**config.mk**
```make
export PLATFORM = sky130hd
export DESIGN_NAME = pipe_mdu_ctrl
export DESIGN_NICKNAME = d
export VERILOG_FILES = /design/src/rtl/mdu_pkg.sv /design/src/rtl/mdu_shift_core.sv /design/src/rtl/pipe_mdu_ctrl.sv
export SDC_FILE = /design/constraint.sdc
export NUM_CORES = 1
export LEC_CHECK = 0
export CAP_MARGIN = 0
export CORE_AREA = 2 2 167 169
export CTS_CLUSTER_SIZE = 24
export DETAILED_ROUTE_END_ITERATION = 16
export DIE_AREA = 0 0 169 171
export HOLD_SLACK_MARGIN = 0.1
export PLACE_DENSITY_LB_ADDON = 0.08
export SYNTH_ARGS = -nofsm -noshare
export SYNTH_HDL_FRONTEND = slang
export SYNTH_SLANG_ARGS = --single-unit
```
**constraint.sdc**
```tcl
create_clock -name clock -period 9.4 [get_ports clock]
set_clock_uncertainty 0.2 [all_clocks]
set_input_delay 1.41 -clock clock [delete_from_list [all_inputs] [get_ports clock]]
set_output_delay 1.41 -clock clock [all_outputs]
set_load 0.02 [all_outputs]
```
**src/rtl/mdu_pkg.sv**
```systemverilog
// Shared encodings for the pipelined CPU multiply/divide unit.
package mdu_pkg;

  localparam int unsigned MDU_WIDTH = 32;

  typedef enum logic [1:0] {
    MDU_MULT  = 2'b00,
    MDU_MULTU = 2'b01,
    MDU_DIV   = 2'b10,
    MDU_DIVU  = 2'b11
  } mdu_op_e;

  typedef enum logic [1:0] {
    IDLE = 2'd0,
    CALC = 2'd1,
    FIX  = 2'd2,
    DONE = 2'd3
  } mdu_state_e;

endpackage

```
**src/rtl/mdu_shift_core.sv**
```systemverilog
// Iterative magnitude datapath: shift-add multiply or restoring divide, one step per enabled cycle.
// After WIDTH steps {acc, mq} holds the product, or acc = remainder and mq = quotient.
module mdu_shift_core
  import mdu_pkg::*;
#(
  parameter int unsigned WIDTH = MDU_WIDTH
) (
  input  logic             clock,
  input  logic             resetn,
  input  logic             load,
  input  logic             step,
  input  logic             is_div,
  input  logic [WIDTH-1:0] a_mag,
  input  logic [WIDTH-1:0] b_mag,
  output logic [WIDTH-1:0] acc,
  output logic [WIDTH-1:0] mq
);

  logic [WIDTH-1:0] md;
  logic             div_mode;
  logic [WIDTH:0]   sum;
  logic [WIDTH:0]   shifted;
  logic [WIDTH:0]   diff;
  logic [WIDTH-1:0] acc_next;
  logic [WIDTH-1:0] mq_next;

  always_comb begin
    sum      = {1'b0, acc} + {1'b0, md};
    shifted  = {acc, mq[WIDTH-1]};
    diff     = shifted - {1'b0, md};
    acc_next = acc;
    mq_next  = mq;
    if (div_mode) begin
      // A set top bit of diff means the trial subtraction borrowed: keep the shifted remainder.
      if (diff[WIDTH]) begin
        acc_next = shifted[WIDTH-1:0];
        mq_next  = {mq[WIDTH-2:0], 1'b0};
      end else begin
        acc_next = diff[WIDTH-1:0];
        mq_next  = {mq[WIDTH-2:0], 1'b1};
      end
    end else begin
      if (mq[0]) {acc_next, mq_next} = {sum, mq[WIDTH-1:1]};
      else       {acc_next, mq_next} = {1'b0, acc, mq[WIDTH-1:1]};
    end
  end

  always_ff @(posedge clock) begin
    if (!resetn) begin
      acc      <= '0;
      mq       <= '0;
      md       <= '0;
      div_mode <= 1'b0;
    end else if (load) begin
      acc      <= '0;
      mq       <= a_mag;
      md       <= b_mag;
      div_mode <= is_div;
    end else if (step) begin
      acc <= acc_next;
      mq  <= mq_next;
    end
  end

endmodule

```
**src/rtl/pipe_mdu_ctrl.sv**
```systemverilog
// Multiply/divide controller: FSM, step counter, sign fix-up, HI/LO and pipeline hold.
// Optional MDU_FAST_MUL_EN: multiplies use a single-cycle product and skip the CALC phase.
module pipe_mdu_ctrl
  import mdu_pkg::*;
#(
  parameter int unsigned WIDTH = MDU_WIDTH
) (
  input  logic             clock,
  input  logic             resetn,
  input  logic             start,
  input  logic [1:0]       op,
  input  logic [WIDTH-1:0] a,
  input  logic [WIDTH-1:0] b,
  input  logic             rd_hilo,
  input  logic             mthi,
  input  logic             mtlo,
  input  logic [WIDTH-1:0] wdata,
  output logic [WIDTH-1:0] hi,
  output logic [WIDTH-1:0] lo,
  output logic             busy,
  output logic             done,
  output logic             mdu_wpcir
);

  localparam int unsigned CNT_W = $clog2(WIDTH);

  mdu_state_e         state, state_next, start_state;
  logic [CNT_W-1:0]   cnt;
  logic               accept;
  logic               signed_op;
  logic [WIDTH-1:0]   a_mag, b_mag;
  logic [WIDTH-1:0]   core_acc, core_mq;
  logic               is_div_q, neg_q_q, neg_r_q, b_zero_q;
  logic [WIDTH-1:0]   a_q;
  logic [2*WIDTH-1:0] prod_mag, prod_res;
  logic [WIDTH-1:0]   hi_res, lo_res;

  assign accept    = start && (state == IDLE || state == DONE);
  assign signed_op = ~op[0];
  assign a_mag     = (signed_op && a[WIDTH-1]) ? -a : a;
  assign b_mag     = (signed_op && b[WIDTH-1]) ? -b : b;

  assign busy      = (state == CALC) || (state == FIX);
  assign done      = (state == DONE);
  assign mdu_wpcir = ~(busy & (start | rd_hilo | mthi | mtlo));

  mdu_shift_core #(.WIDTH(WIDTH)) u_core (
    .clock  (clock),
    .resetn (resetn),
    .load   (accept),
    .step   (state == CALC),
    .is_div (op[1]),
    .a_mag  (a_mag),
    .b_mag  (b_mag),
    .acc    (core_acc),
    .mq     (core_mq)
  );

`ifdef MDU_FAST_MUL_EN
  logic [2*WIDTH-1:0] fast_prod;

  always_ff @(posedge clock) begin
    if (!resetn)                fast_prod <= '0;
    else if (accept && !op[1])  fast_prod <= {{WIDTH{1'b0}}, a_mag} * {{WIDTH{1'b0}}, b_mag};
  end

  assign prod_mag    = fast_prod;
  assign start_state = op[1] ? CALC : FIX;
`else
  assign prod_mag    = {core_acc, core_mq};
  assign start_state = CALC;
`endif

  always_comb begin
    state_next = state;
    case (state)
      IDLE, DONE: state_next = start ? start_state : IDLE;
      CALC:       if (cnt == CNT_W'(WIDTH - 1)) state_next = FIX;
      FIX:        state_next = DONE;
      default:    state_next = IDLE;
    endcase
  end

  always_ff @(posedge clock) begin
    if (!resetn) begin
      state <= IDLE;
      cnt   <= '0;
    end else begin
      state <= state_next;
      if (accept)              cnt <= '0;
      else if (state == CALC)  cnt <= cnt + 1'b1;
    end
  end

  // Signs are captured at accept so the core can iterate on magnitudes only.
  always_ff @(posedge clock) begin
    if (!resetn) begin
      is_div_q <= 1'b0;
      neg_q_q  <= 1'b0;
      neg_r_q  <= 1'b0;
      b_zero_q <= 1'b0;
      a_q      <= '0;
    end else if (accept) begin
      is_div_q <= op[1];
      neg_q_q  <= signed_op & (a[WIDTH-1] ^ b[WIDTH-1]);
      neg_r_q  <= signed_op & a[WIDTH-1];
      b_zero_q <= (b == '0);
      a_q      <= a;
    end
  end

  always_comb begin
    prod_res = neg_q_q ? -prod_mag : prod_mag;
    hi_res   = prod_res[2*WIDTH-1:WIDTH];
    lo_res   = prod_res[WIDTH-1:0];
    if (is_div_q) begin
      if (b_zero_q) begin
        hi_res = a_q;
        lo_res = '1;
      end else begin
        hi_res = neg_r_q ? -core_acc : core_acc;
        lo_res = neg_q_q ? -core_mq : core_mq;
      end
    end
  end

  always_ff @(posedge clock) begin
    if (!resetn) begin
      hi <= '0;
      lo <= '0;
    end else if (state == FIX) begin
      hi <= hi_res;
      lo <= lo_res;
    end else if (!busy && !start) begin
      if (mthi) hi <= wdata;
      if (mtlo) lo <= wdata;
    end
  end

endmodule

```
Word level (Yosys, flattened, before mapping)
Cells that the tools add are included.
{"block": "word_totals", "out_inout_bits": 67, "latch_bits": 0, "register_bits": 203, "rom_bits": 0, "mem_count": 0, "ramBits": 0, "in_bits": 104, "word_cells": 79}
{"block": "classes", "div": 0, "bitwise_logic": 10, "n_addsub": 8, "n_mux": 26, "magnitude_cmp": 0, "n_eq_ne": 5, "n_reduce_logical": 18, "n_shift": 0, "multipliers": 0}
{"operator": "32-bit 2-to-1 mux", "n": 21}
{"operator": "32-bit negator", "n": 4}
{"operator": "64-bit 2-to-1 mux", "n": 1}
{"operator": "64-bit negator", "n": 1}
{"operator": "32-bit by 32-bit adder with 33-bit output", "n": 1}
{"operator": "33-bit by 32-bit subtractor with 33-bit output", "n": 1}
{"operator": "32-bit zero test", "n": 1}
{"operator": "2-bit nonzero test", "n": 4}
{"operator": "2-bit one-hot mux with 3 select lines", "n": 1}
{"operator": "5-bit by 1-bit adder with 5-bit output, second input constant", "n": 1}
{"operator": "5-bit == test, second input constant", "n": 1}
{"operator": "2-bit == test, second input constant", "n": 2}
{"operator": "1-bit logical AND", "n": 4}
{"operator": "2-bit AND reduction", "n": 2}
{"operator": "2-bit OR reduction", "n": 2}
{"operator": "1-bit bitwise AND", "n": 3}
{"operator": "1-bit NOT", "n": 3}
{"operator": "1-bit bitwise OR", "n": 3}
{"operator": "2-bit by 1-bit == test with 1-bit output, second input constant", "n": 1}
{"operator": "1-bit zero test", "n": 2}
{"operator": "2-bit zero test", "n": 1}
{"operator": "1-bit logical OR", "n": 2}
{"operator": "1-bit 2-to-1 mux", "n": 2}
{"operator": "2-bit 2-to-1 mux", "n": 1}
{"operator": "other kinds (2)", "n": 2}

Depth between registers and ports, before layout
Gate-level depths: netlist of run 1.
{"block": "depth", "word_depth": 6, "ltp_mapped": 17, "mapped_depth_nobuf": 12}

Hierarchy
Synthesis of run 1 repeated with hierarchy kept, for this count alone.
{"block": "unflattened", "cells_unflattened": 2271, "hier_area_um2": 17269.1}
{"mod": "mdu_shift_core", "seq_area_each_um2": 1941.9, "area_per_inst_um2": 8754.6, "cells_each": 1127, "instances": 1}
{"mod": "pipe_mdu_ctrl", "seq_area_each_um2": 2142.1, "area_per_inst_um2": 8514.4, "cells_each": 1144, "instances": 1}

Least setup slack after synthesis of run 1
Ideal clock, no wire load.
{"block": "synth_timing", "kind": "in2reg", "startpoint": "input port b[18]", "endpoint": "register u_core.md[30]", "setup_time_ps": 116, "arrival_time_ps": 3803, "path_stages": 8, "n_path_buf": 0, "setup_slack_ps": 5281, "required_time_ps": 9084, "cell_sequence": "or4_1 > or3_1 > or4_1 > or3_1 > o41ai_1 > xor2_1 > nand2_1 > o211a_1"}
{"block": "synth_between", "elab_chain_cells": 2}
{"element": "start, declared", "line_no": "pipe_mdu_ctrl.sv:13", "rtl": "input logic [WIDTH-1:0] b,"}
{"element": "32-bit negator", "line_no": "pipe_mdu_ctrl.sv:41", "rtl": "assign b_mag = (signed_op && b[WIDTH-1]) ? -b : b;"}
{"element": "32-bit 2-to-1 mux", "line_no": "pipe_mdu_ctrl.sv:41"}
{"element": "end signal, assigned", "line_no": "mdu_shift_core.sv:57", "rtl": "md <= b_mag;"}
{"element": "end, declared", "line_no": "mdu_shift_core.sv:19", "rtl": "logic [WIDTH-1:0] md;"}
No other way between the ends.
A chain may end at the register's enable or synchronous reset.

Final worst setup path of run 1
{"block": "layout_timing", "startpoint": "register u_core.mq[0]", "endpoint": "register hi[24]"}
{"block": "layout_between", "elab_chain_cells": 4}
{"element": "start, declared", "line_no": "mdu_shift_core.sv:16", "rtl": "output logic [WIDTH-1:0] mq"}
{"element": "start signal, assigned", "line_no": "mdu_shift_core.sv:56", "rtl": "mq <= a_mag;"}
{"element": "start signal, assigned", "line_no": "mdu_shift_core.sv:61", "rtl": "mq <= mq_next;"}
{"element": "64-bit negator", "line_no": "pipe_mdu_ctrl.sv:113", "rtl": "prod_res = neg_q_q ? -prod_mag : prod_mag;"}
{"element": "64-bit 2-to-1 mux", "line_no": "pipe_mdu_ctrl.sv:113"}
{"element": "32-bit 2-to-1 mux", "line_no": "pipe_mdu_ctrl.sv:116", "rtl": "if (is_div_q) begin"}
{"element": "32-bit 2-to-1 mux", "line_no": "pipe_mdu_ctrl.sv:131", "rtl": "end else if (state == FIX) begin"}
{"element": "end signal, assigned", "line_no": "pipe_mdu_ctrl.sv:132", "rtl": "hi <= hi_res;"}
{"element": "end signal, assigned", "line_no": "pipe_mdu_ctrl.sv:135", "rtl": "if (mthi) hi <= wdata;"}
{"element": "end, declared", "line_no": "pipe_mdu_ctrl.sv:18", "rtl": "output logic [WIDTH-1:0] hi,"}
No other way between the ends.

==> impl_metrics.json, run 1 <==
{
  "seq_area_frac_synth_pct": 24.2,
  "startpoint": "u_core.mq[0]",
  "wl_met2_um": 25200,
  "worstHoldStart": "a_q[23]",
  "nNetsFinal": 2423,
  "cts_hold_buffers": 0,
  "max_freq_mhz": 203,
  "cts-root-buf": "clkbuf_16",
  "p_per_area_nw_per_um2": 314,
  "cts_htree_levels": 1,
  "ys_ff_latch": 203,
  "clk_path_buf_depth": 3,
  "slew_headroom_pct": 9.00,
  "grt_pass1_vias": 16100,
  "core_area_um2": 27300,
  "cts_setup_buffers": 0,
  "clk_pin_slew_ns": 0.06,
  "cp_max_fo": 44,
  "vias": 17600,
  "leakagePower_nw": 8.00,
  "area_growth_syn_to_layout_pct": 14.4,
  "whs_endpoint": "a_q[23]",
  "wl_um": 59400,
  "clk_latency_ns": 0.54,
  "min_period_ns": 4.93,
  "highest_layer": "met5",
  "yosysTopAreaCell": "dfxtp_1",
  "arrival_ns": 5.12,
  "critPathLaunchType": "register",
  "cts_tree": "done",
  "ff2ff_setup_slack_ns": 4.47,
  "synth_ff_type": "dfxtp_1",
  "drt_iter0_markers": 2412,
  "io_buffers": 170,
  "hold_path_depth": 2,
  "grt_pass1_wl_um": 90300,
  "synthArstFlopShare_pct": 0,
  "pin_count": 171,
  "ir_drop_uv": 217,
  "drc_errors": 0,
  "status": "complete, no violations",
  "syn_inst": 2205,
  "grt-ovfl-total": 0,
  "die_h_um": 171,
  "tightest_slew_ns": 1.36,
  "cts_sinks": 203,
  "min_path_type": "reg2reg",
  "grtUsageTotal_pct": 39.7,
  "placementRows": 61,
  "r2r-end": "hi[24]",
  "setup_tns_ns": 0,
  "syn_nets": 2384,
  "dp_hpwl_um": 44300,
  "period_share_pct": 52.4,
  "ys_types": 83,
  "yosysTopAreaCellShare_pct": 24.2,
  "yosys_warnings": 0,
  "syn_avg_cell_area_um2": 7.61,
  "required_ns": 9.60,
  "r2r_start": "u_core.mq[0]",
  "path_class": "reg2reg",
  "syn_area_um2": 16800,
  "drtPass1Iterations": 6,
  "hold_slack_ns": 0.262,
  "synth_edf_count": 0,
  "slew_viol_final": 0,
  "wl_met1_um": 24700,
  "reg2reg_depth": 12,
  "viasPerCell": 6.75,
  "rsz0062_at_grt": "false",
  "grt_max_degree": 99,
  "drive_gt1_share_pct": 6.19,
  "cts_resized": 0,
  "die_w_um": 169,
  "initial_utilization_pct": 61.4,
  "hold_viol": 0,
  "synth_area_leaders": "dfxtp_1 24%, nand2_1 6.3%, a21oi_1 5.9%, ha_1 5.4%, xor2_1 5.2%",
  "antenna_cells": 0,
  "antenna_found_initial": 2,
  "gp_congestion": 0.977,
  "cts_buffers": 24,
  "antenna_left": 0,
  "wl_met3_um": 7320,
  "dieArea_um2": 28900,
  "maxCapViolations": 0,
  "routedWlPerCell_um": 22.8,
  "setup_viol": 0,
  "cp-end-kind": "register"
}
==> critical path: stages, from the launching register on <==
cell	delay, ns
dfxtp_1	0.31
buf_4	0.28
inv_1	0.73
ha_1	0.28
or3b_2	0.51
or4_1	0.60
or4_1	0.71
or2_1	0.49
o21ai_2	0.22
xor2_1	0.15
nor2_1	0.06
a21oi_1	0.15
a21oi_1	0.08
==> cell usage in the layout (no fill, tap or decap), drive strengths merged, types with 19 or more instances in the layout <==
| cell type | count |
|---|---|
| inv | 63 |
| nand3 | 38 |
| mux2i | 70 |
| nor2b | 22 |
| a21o | 32 |
| nor3 | 34 |
| xnor2 | 69 |
| a21boi | 39 |
| nor2 | 134 |
| xor2 | 99 |
| a211oi | 19 |
| o211ai | 23 |
| o211a | 57 |
| a31oi | 22 |
| clkbuf | 34 |
| clkdlybuf4s50 | 169 |
| o41ai | 21 |
| mux2 | 58 |
| or3 | 27 |
| a21oi | 198 |
| nand2 | 281 |
| o31ai | 31 |
| dfxtp | 203 |
| o21ai | 167 |
| ha | 73 |
==> registers in the layout (all words and copies together), names as in the netlist <==
signal      cells
a_q            32
b_zero_q        1
cnt             5
hi             32
is_div_q        1
lo             32
neg_q_q         1
neg_r_q         1
state           2
u_core.acc     32
u_core.md      32
u_core.mq      32
==> layout make-up <==
class                           instances  area (um^2)
Clock buffer                           34          668
Clock inverter                          8          146
Fill cell                            2289         8120
Inverter                               62          233
Multi-Input combinational cell       1768        11800
Sequential cell                       203         4070
Tap cell                              346          433
Timing Repair Buffer                  185         1810
==> cell families after synthesis <==
family                   after synthesis  synth area share [%]
AND/OR/NAND/NOR                      661                  18.4
buffers and inverters                234                  5.46
adder cells (fa/ha/maj)               75                  5.68
XOR/XNOR                             168                  8.77
flip-flops                           203                  24.2
multiplexers                         128                  8.07
AO/OA/AOI/OAI                        736                  29.5
==> per-layer routing <==
layer | global-route usage (%) | vias up
met2 | 60.6 | 1047
met4 | 13.7 | 2
li1 | - | 8102
met3 | 11.5 | 159
met1 | 53.6 | 8279
met5 | 0 | -
==> synthesized netlist by cell type, types with 15 or more instances <==
cell type	n
o21ai_0	124
a31oi_1	22
buf_1	24
dfxtp_1	203
o31ai_1	28
nand2b_1	18
or4_1	17
nor3_1	34
nor2b_1	22
xnor2_1	69
o21ai_1	41
or3_1	27
xor2_1	99
ha_1	73
clkbuf_1	138
mux2_2	58
mux2i_1	70
nor2_1	134
inv_1	61
o21a_1	18
nor4_1	15
a21oi_1	198
a211oi_1	19
o211ai_1	23
o41ai_1	18
and2_1	16
nand4_1	17
nand3_1	38
nand2_1	280
o211a_1	57
and3_1	16
a21o_1	32
a21boi_0	37
==> per-stage QoR <==
| step | util (%) | instance area [um^2] | setup slack (ns) | total power, mW | instances |
|---|---|---|---|---|---|
| finish | 70.3 | 19200 | 4.47 | 6.02 | 2606 |
| global placement | 67.3 | 18400 | 4.65 | 4.86 | 2564 |
| floorplan | - | 16800 | 5.28 | 3.81 | 2205 |
| global route | 70.3 | 19200 | 4.24 | 6.34 | 2606 |
| CTS | 70.3 | 19200 | 4.55 | 5.91 | 2606 |
| detailed placement | 67.3 | 18400 | 4.60 | 4.93 | 2564 |
==> where the power goes <==
part           internal [mW]  switching, mW
clock network          0.580          0.389
registers               1.13          0.451
logic                   1.35           2.12
total                   3.06           2.96
==> worst max path at each step <==
stage | slack [ns] | end
after floorplan | 5.28 | u_core.md[30]
after global placement | 4.65 | u_core.md[30]
after detailed placement | 4.60 | hi[24]
after CTS | 4.55 | hi[24]
after global routing | 4.24 | hi[24]
final | 4.47 | hi[24]
Power figures use the tool's default switching activity.
==> run 2: changes to the inputs <==
--- a/config.mk
+++ b/config.mk
@@ -6,10 +6,10 @@
 export NUM_CORES = 1
 export LEC_CHECK = 0
 export CAP_MARGIN = 0
-export CORE_AREA = 2 2 167 169
+export CORE_AREA = 2 2 172 174
 export CTS_CLUSTER_SIZE = 24
 export DETAILED_ROUTE_END_ITERATION = 16
-export DIE_AREA = 0 0 169 171
+export DIE_AREA = 0 0 174 176
 export HOLD_SLACK_MARGIN = 0.1
 export PLACE_DENSITY_LB_ADDON = 0.08
 export SYNTH_ARGS = -nofsm -noshare
==> constraint.sdc (replaced) <==
create_clock -name clock -period 4.6 [get_ports clock]
set_clock_uncertainty 0.2 [all_clocks]
set_input_delay 0.69 -clock clock [delete_from_list [all_inputs] [get_ports clock]]
set_output_delay 0.69 -clock clock [all_outputs]
set_load 0.02 [all_outputs]
==> run 2 against run 1 <==
  * Register-to-register slack worse by 4.1 ns
  * Combinational power up 110%
  * Clock power up 98%
  * Sequential power up 91%
  * Maximum frequency up 17%
  * Utilization down 2.2 points
  * Critical path type unchanged
  * Critical endpoint is now u_core.acc[10]
  * Highest routed layer unchanged
==> impl_metrics.json, run 2 (synthesized netlist as in run 1, its figures left out) <==
{
  "cts-root-buf": "clkbuf_16",
  "drc_errors": 0,
  "ir_drop_uv": 409,
  "setup_tns_ns": 0,
  "worstHoldStart": "a_q[19]",
  "cts_resized": 0,
  "cts_sinks": 203,
  "grtUsageTotal_pct": 38.2,
  "dieArea_um2": 30600,
  "cts_tree": "done",
  "final_common_cell": "nand2_1",
  "vias": 17700,
  "cp_slowest_cell": "dfxtp_1",
  "antenna_left": 0,
  "drtPass1Iterations": 8,
  "slew_viol_final": 0,
  "critPathLaunchType": "register",
  "die_h_um": 176,
  "status": "complete, no violations",
  "viasPerCell": 6.62,
  "grt_pass1_wl_um": 92700,
  "path_buf_inv": 2,
  "die_w_um": 174,
  "fillers": 2542,
  "grt_pass1_vias": 16200,
  "cp_max_fo": 27,
  "drive_gt1_share_pct": 7.38,
  "cp-end-kind": "register",
  "ff2ff_setup_slack_ns": 0.40,
  "routedWlPerCell_um": 22.6,
  "reg2reg_depth": 12,
  "wl_um": 60500,
  "min_period_ns": 4.20,
  "hold_viol": 0,
  "required_ns": 4.83,
  "core_area_um2": 28500,
  "drt_iter0_markers": 2252,
  "grt_max_degree": 94,
  "gp_congestion": 1.04,
  "period_share_pct": 91.3,
  "maxCapViolations": 0,
  "p_per_area_nw_per_um2": 633,
  "seq_area_um2": 4070,
  "slew_headroom_pct": 20.1,
  "arrival_ns": 4.43,
  "rsz0062_at_grt": "false",
  "area_growth_syn_to_layout_pct": 15.7,
  "clk_pin_slew_ns": 0.06,
  "grt-ovfl-total": 0,
  "hold_path_depth": 2,
  "post-route-cell-area_um2": 19400,
  "r2r-end": "u_core.acc[10]",
  "clk_latency_ns": 0.55,
  "max_stage_delay_ns": 0.57,
  "leakagePower_nw": 8.14,
  "tightest_slew_ns": 1.19,
  "initial_utilization_pct": 58.8,
  "setup_viol": 0,
  "antenna_cells": 0,
  "cts_hold_buffers": 0,
  "critPathTopFamily": "compound AO/OA/AOI/OAI gates",
  "cts_htree_levels": 1,
  "fin_ws_ns": 0.402,
  "path_class": "reg2reg",
  "min_path_type": "reg2reg",
  "cts_buffers": 24,
  "path_cells": "inv_1 -> ha_1 -> fa_1 -> nand2b_1 -> a21oi_1 -> o211ai_1 -> nand3_1 -> a21oi_1 -> xor2_2 -> buf_4 -> o211ai_1 -> a32o_1",
  "placementRows": 62,
  "cts_setup_buffers": 0,
  "final_util_pct": 68.0,
  "pin_count": 171,
  "clk_path_buf_depth": 3,
  "whs_endpoint": "a_q[19]",
  "nNetsFinal": 2455,
  "dp_hpwl_um": 45200,
  "dp_cells": 2634,
  "antenna_found_initial": 1,
  "startpoint": "u_core.mq[31]",
  "final_cell_mix": "279 x nand2_1, 201 x dfxtp_1, 198 x a21oi_1",
  "dpl_cell_area_um2": 18700,
  "r2r_start": "u_core.mq[31]",
  "io_buffers": 170,
  "fin_cells": 2674,
  "max_freq_mhz": 238,
  "dpl_worst_slack_ns": 0.499,
  "multi_input_area_um2": 11800
}
run 2: how the worst max path moves through the flow:
stage                           endpoint  cells past startpoint
after floorplan                   hi[24]                     17
after global placement     u_core.md[30]                      9
after detailed placement   u_core.md[30]                      9
after CTS                 u_core.acc[10]                     12
after global routing      u_core.acc[14]                     13
final                     u_core.acc[10]                     12
run 2: layout make-up:
cell class / count / area share [%]
tap: 384 / 2.47
sequential: 203 / 21.0
inverter: 62 / 1.20
clock buffer: 35 / 3.46
timing repair buffer: 217 / 10.6
multi-input combinational: 1768 / 60.9
clock inverter: 5 / 0.445
run 2: worst reg2reg max path, cell delays in order, from the launching register on:
cell,delay (ns)
dfxtp_1,0.57
inv_1,0.15
ha_1,0.27
fa_1,0.39
nand2b_1,0.21
a21oi_1,0.31
o211ai_1,0.31
nand3_1,0.23
a21oi_1,0.17
xor2_2,0.43
buf_4,0.38
o211ai_1,0.16
a32o_1,0.30
run 2: metal layers:
layer  up-vias  wire length [um]  GRT usage [%]
met5         -                18              0
met3       167              6760           8.05
met4         2              2150           12.4
met2      1032             25500           57.8
met1      8314             26100           54.0
li1       8177                 -              -
run 2: where the power goes:
group          internal [mW]  switching (mW)  total [mW]
combinational           2.84            4.52        7.36
clock                   1.12           0.805        1.92
sequential              2.31           0.707        3.02
total                   6.27            6.03        12.3
run 2: per-stage QoR:
step           power, mW  hold WS [ns]
2_1_floorplan       7.78         0.240
4_1_cts             12.1         0.272
6_report            12.3         0.272
5_1_grt             13.0         0.298
3_3_place_gp        10.0         0.255
3_5_place_dp        10.1         0.255
==> run 3: changes to the inputs <==
==> constraint.sdc (replaced) <==
create_clock -name clock -period 4.8 [get_ports clock]
set_clock_uncertainty 0.2 [all_clocks]
set_input_delay 0.72 -clock clock [delete_from_list [all_inputs] [get_ports clock]]
set_output_delay 0.72 -clock clock [all_outputs]
set_load 0.02 [all_outputs]
==> run 3 against run 2 <==
  * Wire length down 0.47%
  * Highest routed layer is now met4
  * Critical path type unchanged
  * Final area up 0.21%
  * Die area is the same
  * Clock-buffer cell count decreased by 1
  * Critical endpoint is now hi[29]
  * Utilization rose by 0.14 points
  * Final cell count is 0.15% lower
  * Worst hold slack worse by 0.0066 ns
  * Maximum frequency rose by 2.8%
  * Total power is 3.2% lower
  * Non-clock buffer count fell by 6
  * Combinational power fell by 3.5%
  * Largest cell class unchanged
==> impl_metrics.json, run 3 (synthesized netlist as in run 1, its figures left out) <==
{
  "status": "complete, no violations",
  "io_buffers": 170,
  "drtPass1Iterations": 8,
  "post-route-cell-area_um2": 19500,
  "maxCapViolations": 0,
  "ir_drop_uv": 340,
  "startpoint": "u_core.mq[10]",
  "required_ns": 5.01,
  "tightest_slew_ns": 1.18,
  "period_share_pct": 85.1,
  "cts_sinks": 203,
  "hold_slack_ns": 0.265,
  "r2r-end": "hi[29]",
  "leakagePower_nw": 8.15,
  "cts_buffers": 25,
  "core_area_um2": 28500,
  "slew_viol_final": 0,
  "dieArea_um2": 30600,
  "placementRows": 62,
  "r2r_start": "u_core.mq[10]",
  "hold_viol": 0,
  "use_met3_pct": 7.17,
  "cp_slowest_cell": "or4_1",
  "drt_iter0_markers": 2417,
  "fillers": 2506,
  "clk_pin_slew_ns": 0.06,
  "worstHoldStart": "a_q[22]",
  "use_met1_pct": 54.7,
  "grt_max_degree": 123,
  "antenna_found_initial": 1,
  "die_h_um": 176,
  "dp_hpwl_um": 44900,
  "final_util_pct": 68.2,
  "critPathTopFamily": "simple AND/OR/NAND/NOR gates",
  "met2_usage_pct": 57.9,
  "ff2ff_setup_slack_ns": 0.72,
  "antenna_cells": 0,
  "min_path_type": "reg2reg",
  "routedWlPerCell_um": 22.5,
  "cts-root-buf": "clkbuf_16",
  "die_w_um": 174,
  "slew_headroom_pct": 21.3,
  "grtUsageTotal_pct": 37.9,
  "path_cells": "or4_1 -> or4_1 -> or4_1 -> or2_1 -> o31ai_2 -> xor2_1 -> nor2_1 -> a21oi_1 -> o22ai_1",
  "grt_pass1_vias": 16000,
  "nNetsFinal": 2450,
  "vias": 17600,
  "cts_htree_levels": 1,
  "cp_max_fo": 16,
  "drive_gt1_share_pct": 7.39,
  "max_freq_mhz": 245,
  "antenna_left": 0,
  "cts_resized": 0,
  "gp_congestion": 1.04,
  "worstSetupPathDepth": 9,
  "max_stage_delay_ns": 0.72,
  "critPathLaunchType": "register",
  "clk_path_buf_depth": 3,
  "area_growth_syn_to_layout_pct": 15.9,
  "cts_tree": "done",
  "pin_count": 171,
  "grt-busiest-layer": "met2",
  "cp-end-kind": "register",
  "initial_utilization_pct": 58.8,
  "arrival_ns": 4.29,
  "cp-endpoint": "hi[29]",
  "drc_errors": 0,
  "p_per_area_nw_per_um2": 612,
  "rsz0062_at_grt": "false",
  "reg2reg_depth": 9,
  "grt-ovfl-total": 0,
  "cts_hold_buffers": 0,
  "final_common_cell": "nand2_1",
  "wl_um": 60200,
  "viasPerCell": 6.58,
  "min_period_ns": 4.08,
  "cp_common_cell": "or4_1",
  "path_buf_inv": 0,
  "setup_viol": 0,
  "final_cell_mix": "279 x nand2_1, 201 x dfxtp_1, 198 x a21oi_1",
  "clk_latency_ns": 0.55,
  "dpl_cell_area_um2": 18700,
  "grt_pass1_wl_um": 92300,
  "cts_setup_buffers": 0,
  "setup_tns_ns": 0,
  "path_class": "reg2reg"
}
## run 3: cell count changes in the layout (fill, tap and decap cells not counted)
cell / delta
buf_12: +3
buf_4: -9
clkbuf_1: -4
clkbuf_16: +1
clkbuf_8: +2
clkinv_2: +2
clkinv_8: -1
clkinvlp_4: +1
inv_6: +1
## run 3: tightest hold or removal path: stages (launching register included)
cell and delay, ns:
dfxtp_1 0.31, nand2_1 0.05, a21boi_0 0.06
## run 3: how the worst min path moves through the flow
stage               depth (start not counted)       to  slack, ns
finish                                      2  a_q[22]       0.27
global route                                2  a_q[22]       0.29
global placement                            2  a_q[26]       0.25
CTS                                         2  a_q[22]       0.27
detailed placement                          2  a_q[22]       0.26
floorplan                                   2   a_q[6]       0.24
## run 3: area by class of cell
class	instances	area, um^2	area share [%]
clock inverter	8	96.3	0.495
sequential	203	4070	20.9
tap	384	480	2.47
multi-input combinational	1768	11800	60.8
inverter	62	233	1.20
timing repair buffer	211	2040	10.5
clock buffer	34	709	3.65
## run 3: report_power, final
part	internal [mW]	switching, mW	total [mW]
combinational	2.76	4.34	7.10
sequential	2.22	0.691	2.91
clock	1.13	0.774	1.91
## run 3: layer usage
layer | routed length [um] | part of all wire (%)
met1 | 25700 | 43
met2 | 25800 | 43
met3 | 6910 | 11
met4 | 1730 | 2.9
met5 | 0 | 0
## run 3: per-stage QoR
step           power [mW]  worst slack, ns  cells
2_1_floorplan        7.45            0.683   2205
3_3_place_gp         9.68            0.726   2628
3_5_place_dp         9.79            0.586   2628
4_1_cts              11.7            0.820   2670
5_1_grt              12.5            0.557   2670
6_report             11.9            0.718   2670
